`src/rtl/pq_cell_sr.sv`:
```
// rtl/pq_cell_sr.sv - one storage cell of the shift-register array priority queue
// Holds (vld, key, id) and picks its next entry from self, broadcast operand or a neighbour.
module pq_cell_sr #(
  parameter int PW        = 8,
  parameter int TW        = 4,
  parameter bit MAX_FIRST = 1'b1
) (
  input  logic          clk_i,
  input  logic          rst_ni,
  input  logic [2:0]    op_i,
  input  logic [PW-1:0] key_i,
  input  logic [TW-1:0] id_i,
  input  logic          left_vld_i,
  input  logic [PW-1:0] left_key_i,
  input  logic [TW-1:0] left_id_i,
  input  logic          left_disp_i,
  input  logic          left_match_i,
  input  logic          left_place_i,
  input  logic          right_vld_i,
  input  logic [PW-1:0] right_key_i,
  input  logic [TW-1:0] right_id_i,
  output logic          vld_o,
  output logic [PW-1:0] key_o,
  output logic [TW-1:0] id_o,
  output logic          disp_o,
  output logic          match_o,
  output logic          place_o
);

  localparam logic [2:0] OP_PUSH    = 3'b001;
  localparam logic [2:0] OP_POP     = 3'b010;
  localparam logic [2:0] OP_DROP    = 3'b011;
  localparam logic [2:0] OP_PUSHPOP = 3'b100;

  logic          vld_q, vld_d;
  logic [PW-1:0] key_q, key_d;
  logic [TW-1:0] id_q, id_d;
  logic          new_ahead, right_ahead, id_hit;
  logic          disp, match, place;

  // Strict comparison: an equal new key never overtakes, which keeps equal keys FIFO.
  function automatic logic ranks_ahead(input logic [PW-1:0] a, input logic [PW-1:0] b);
    if (MAX_FIRST) return a > b;
    else           return a < b;
  endfunction

  always_comb begin
    new_ahead   = ranks_ahead(key_i, key_q);
    right_ahead = right_vld_i & ~ranks_ahead(key_i, right_key_i);
    id_hit      = vld_q & (id_q == id_i);
    vld_d       = vld_q;
    key_d       = key_q;
    id_d        = id_q;
    disp        = 1'b0;
    match       = 1'b0;
    place       = 1'b0;
    case (op_i)
      OP_PUSH: begin
        disp = vld_q & (left_disp_i | new_ahead);
        if (left_disp_i) begin
          vld_d = left_vld_i;
          key_d = left_key_i;
          id_d  = left_id_i;
        end else if (vld_q ? new_ahead : left_vld_i) begin
          vld_d = 1'b1;
          key_d = key_i;
          id_d  = id_i;
        end
      end
      OP_POP: begin
        vld_d = right_vld_i;
        key_d = right_key_i;
        id_d  = right_id_i;
      end
      OP_DROP: begin
        match = left_match_i | id_hit;
        if (match) begin
          vld_d = right_vld_i;
          key_d = right_key_i;
          id_d  = right_id_i;
        end
      end
      OP_PUSHPOP: begin
        // Cells ahead of the insertion point shift up to fill the popped head.
        place = left_place_i;
        if (!left_place_i) begin
          if (right_ahead) begin
            vld_d = right_vld_i;
            key_d = right_key_i;
            id_d  = right_id_i;
          end else begin
            vld_d = 1'b1;
            key_d = key_i;
            id_d  = id_i;
            place = 1'b1;
          end
        end
      end
      default: begin
      end
    endcase
  end

  always_ff @(posedge clk_i or negedge rst_ni) begin
    if (!rst_ni) begin
      vld_q <= 1'b0;
      key_q <= '0;
      id_q  <= '0;
    end else begin
      vld_q <= vld_d;
      key_q <= key_d;
      id_q  <= id_d;
    end
  end

  assign vld_o   = vld_q;
  assign key_o   = key_q;
  assign id_o    = id_q;
  // Chain outputs are held low while in reset so the neighbours see a quiet chain.
  assign disp_o  = disp & rst_ni;
  assign match_o = match & rst_ni;
  assign place_o = place & rst_ni;

endmodule
```
`config.mk`:
```
export PLATFORM = sky130hd
export DESIGN_NAME = pq_cell_sr
export DESIGN_NICKNAME = d
export VERILOG_FILES = /design/src/rtl/pq_cell_sr.sv
export SDC_FILE = /design/constraint.sdc
export NUM_CORES = 1
export LEC_CHECK = 0
export CAP_MARGIN = 20
export CORE_MARGIN = 8
export CORE_UTILIZATION = 45
export CTS_CLUSTER_SIZE = 30
export DETAILED_ROUTE_END_ITERATION = 8
export GPL_TIMING_DRIVEN = 0
export PLACE_DENSITY = 0.81
export SLEW_MARGIN = 30
export SYNTH_ARGS = -nofsm -noshare
export SYNTH_HDL_FRONTEND = slang
export SYNTH_SLANG_ARGS = --single-unit
```
`constraint.sdc`:
```
create_clock -name clk_i -period 2.3 [get_ports clk_i]
set_clock_uncertainty 0.05 [all_clocks]
set_input_delay 0.46 -clock clk_i [delete_from_list [all_inputs] [get_ports clk_i]]
set_output_delay 0.46 -clock clk_i [all_outputs]
set_load 0.01 [all_outputs]
```
==> flow_summary_export.csv <==
group,metric,value,unit
final_layout,drive_gt1_frac,0.403,
global_route,overflow,0,
yosys,synthAdderAreaFrac,0.118,
yosys,ys_seq_elements,13,
worst_setup_path,r2r_end,"key_o[7]$_DFFE_PN0P_",
global_route,grt_max_degree,16,
clocking,clkTransAtPathRegs,0.06,ns
placed_design,io_buffers,59,
die,start_util,0.467,
final_layout,final_core_util,0.769,
run,maxCapViolations,0,
pwr,vdd_drop_max,0.000355,V
die,die_w,77.4,µm
yosys,synth-simple-area-share,0.183,
clocking,clockBufferDepth,2,
route,avgRoutedWirePerCell,20.6,µm
worst_setup_path,cpPeakStageDelay,0.29,ns
outcome,outcome,"finished, violations left",
sta,rsz0062_at_grt,"true",
yosys,syn_area_per_cell,8.31,µm²
pwr,p_switching,0.000529,W
yosys,synth.area.mux_share,0.179,
sta,finalSetupViolCount,2,
worst_setup_path,critical_path.endpoint_type,"output port",
placed_design,globalplace.congestion,0.892,
route,drt_first_pass_iters,4,
worst_setup_path,crit_arrival,1.90,ns
final_layout,design_area,0.00280,mm²
yosys,synth_area_leader_cell,"dfrtp_1",
pwr,internal_power,0.000885,W
route,ant_nets,0,
pwr,switching_share,0.374,
clocking,htree_levels,1,
sta,timing.fmax,414,MHz
hold_path,holdCritPathClass,"in2async",
yosys,ys_seq_area_frac,0.192,
final_layout,fin_nets,353,
yosys,synth_cell_types,38,
die,pin_count,62,
global_route,grt_usage,0.201,
worst_setup_path,worstPathRequired,1.79,ns
pwr,power_frac_comb,0.597,
yosys,synthesis.nets,266,
clocking,cts_root_buf,"clkbuf_8",
worst_setup_path,cp_num_buf_inv,3,
global_route,antenna_found_initial,0,
pwr,p_seq_frac,0.245,
sta,period_share,1.05,
clocking,cts_sinks,13,
yosys,synth-main-ff-cell,"dfrtp_1",
sta,slew_viol_final,0,
die,fp.coreArea,0.00363,mm²
worst_setup_path,worst_setup_path_start_kind,"primary input",
final_layout,area_growth,64.9,%
yosys,synth_edf_count,0,
die,dieArea,0.00599,mm²
route,drt-total-wl,6.96,mm
yosys,synthArstFlopShare,1.00,
yosys,syn-cell-area,0.00170,mm²
worst_setup_path,cp_cell_sequence,"clkdlybuf4s15_2 -> inv_2 -> ha_4 -> nand4_1 -> a211o_1 -> a32oi_1 -> o211a_1 -> buf_2",
yosys,yosysWarningCount,0,
worst_setup_path,crit_type,"in2out",
sta,finalWorstSetupSlack,-0.114,ns
clocking,cts_hold_buf,0,
placed_design,place_area,0.00235,mm²
final_layout,fillers,256,
die,die-height,77.4,µm
sta,hold_viol,0,
die,core.rowCount,22,
worst_setup_path,r2r_cells,10,
global_route,grt_pass1_vias,2092,
clocking,cts_buffers,3,
pwr,total_leakage_power,1.27,nW
worst_setup_path,r2r_slack,0.01,ns
worst_setup_path,cpLargestDelayFamily,"compound AO/OA/AOI/OAI gates",
yosys,yosysTopAreaCellShare,0.192,
sta,fin_crit,2.41,ns
yosys,synth_area_leaders,"dfrtp_1 (19%), ha_1 (12%), mux2_4 (8.9%), mux2i_1 (7.1%), o2111ai_1 (6.2%)",
yosys,synth_compound_area_frac,0.223,
yosys,netlist_instances,204,
route,drc,0,
placed_design,dp_hpwl,3.94,mm
outcome,violations,"setup timing",
worst_setup_path,path_max_fanout,3,
global_route,grt_pass1_wl,9.84,mm
sta,tightest_slew,0.439,ns
yosys,synth_xor_area_frac,0.0207,
final_layout,antenna_cells,0,
clocking,cts_tree,"built",
route,drt-vias-per-instance,6.14,
worst_setup_path,critPathSlowestCell,"a211o_1",
sta,max_slew_margin,0.708,
pwr,pwr-share-clk,0.157,
pwr,p_per_area,506,mW/mm²
final_layout,layout_commonest_cell,"clkdlybuf4s50_1",
worst_setup_path,r2r_start,"key_o[5]$_DFFE_PN0P_",
route,drtIter0Drc,184,
final_layout,layout_common_cells,"clkdlybuf4s50_1 (33), buf_4 (23), nand2_1 (21)",
route,vias,2074,
clocking,clk-insertion-delay-late,0.25,ns
yosys,synth_top_family_by_area,"compound AO/OA/AOI/OAI gates",
-- state kept, by name (all words and copies together) (netlist names) --
| register | flops |
|---|---|
| id_o | 4 |
| vld_o | 1 |
| key_o | 8 |
-- through the flow --
step                      hold WS (ns)  setup slack, ns  total power (W)  std cells  setup TNS [ns]
final                            0.182           -0.114          0.00141        338          -0.152
after CTS                        0.184           -0.101          0.00129        330          -0.101
after global placement           0.470           -0.989         0.000977        311           -9.81
after global routing             0.204           -0.130          0.00148        338          -0.846
after detailed placement         0.480            -1.00         0.000989        311          -10.06
after floorplan                  0.114            0.155         0.000691        204               0
-- worst max path at each step --
stage                         from                   to  slack [ns]  cells past startpoint
floorplan           right_key_i[3]  id_o[2]$_DFFE_PN0P_        0.15                      8
global placement          key_i[0]              place_o       -0.99                      8
detailed placement        key_i[0]              place_o       -1.00                      8
CTS                       key_i[1]              place_o       -0.10                      8
global route        right_key_i[6]              place_o       -0.13                      8
finish              right_key_i[6]              place_o       -0.11                      8
-- worst reg2reg max path, delay by kind of cell (launching register included) --
family                     cells  cell delay (ns)
AOI/OAI and AO/OA              3             0.55
adders and majority gates      1             0.20
DFF                            1             0.41
and+or+nand+nor                2             0.23
buffers and inverters          3             0.41
muxes                          1             0.31
-- timing repair --
item | CTS | global route
setup endpoints to repair | 16 | 16
pin swaps | 18 | 20
cloned | 2 | 0
setup buffers | 14 | 9
resized for setup | 111 | 36
-- synthesized netlist by cell type (2+ instances only) --
library cell / count
a21oi_1: 18
nand2_1: 27
mux2_4: 10
o211a_1: 2
mux2_2: 3
nand4_1: 3
dfrtp_1: 13
nor3_1: 16
buf_4: 3
buf_2: 6
o21ai_0: 4
o2111ai_1: 12
mux2i_1: 12
nor2_1: 6
inv_1: 21
o21a_1: 2
nor2b_1: 3
a211o_1: 2
a31oi_1: 2
xor2_1: 3
and4_1: 2
o211ai_1: 2
nand2b_1: 2
ha_1: 16
-- power groups by stage --
stage,clock [W],sequential (W),combinational (W)
floorplan,0,0.000363,0.000328
global placement,0,0.000345,0.000633
detailed placement,0,0.000347,0.000641
CTS,0.000219,0.000342,0.000731
global route,0.000231,0.000351,0.000896
finish,0.000222,0.000347,0.000845
-- cells by family (layout without fill, tap and decap cells) --
group	count (synthesis)	count (layout)
AND/OR/NAND/NOR	63	63
AO/OA/AOI/OAI	52	52
flip-flops	13	13
multiplexers	25	25
buffers and inverters	31	117
adder cells (fa/ha/maj)	16	16
XOR/XNOR	4	4
-- per-layer routing --
layer  up-vias  routed length (µm)  track usage
met4         0                 294        0.117
met5         -                   0            0
met2       134                3340        0.330
met1       979                2710        0.235
li1        930                   -            -
met3        31                 611       0.0472
-- layout make-up --
type	count	area, µm²	area share
Tap cell	48	60.1	0.0215
Multi-Input combinational cell	160	1480	0.530
Clock buffer	4	45.0	0.0161
Sequential cell	13	325	0.116
Timing Repair Buffer	82	728	0.261
Inverter	21	81.3	0.0291
Buffer	10	73.8	0.0264
(Power assumes the default switching activity.)
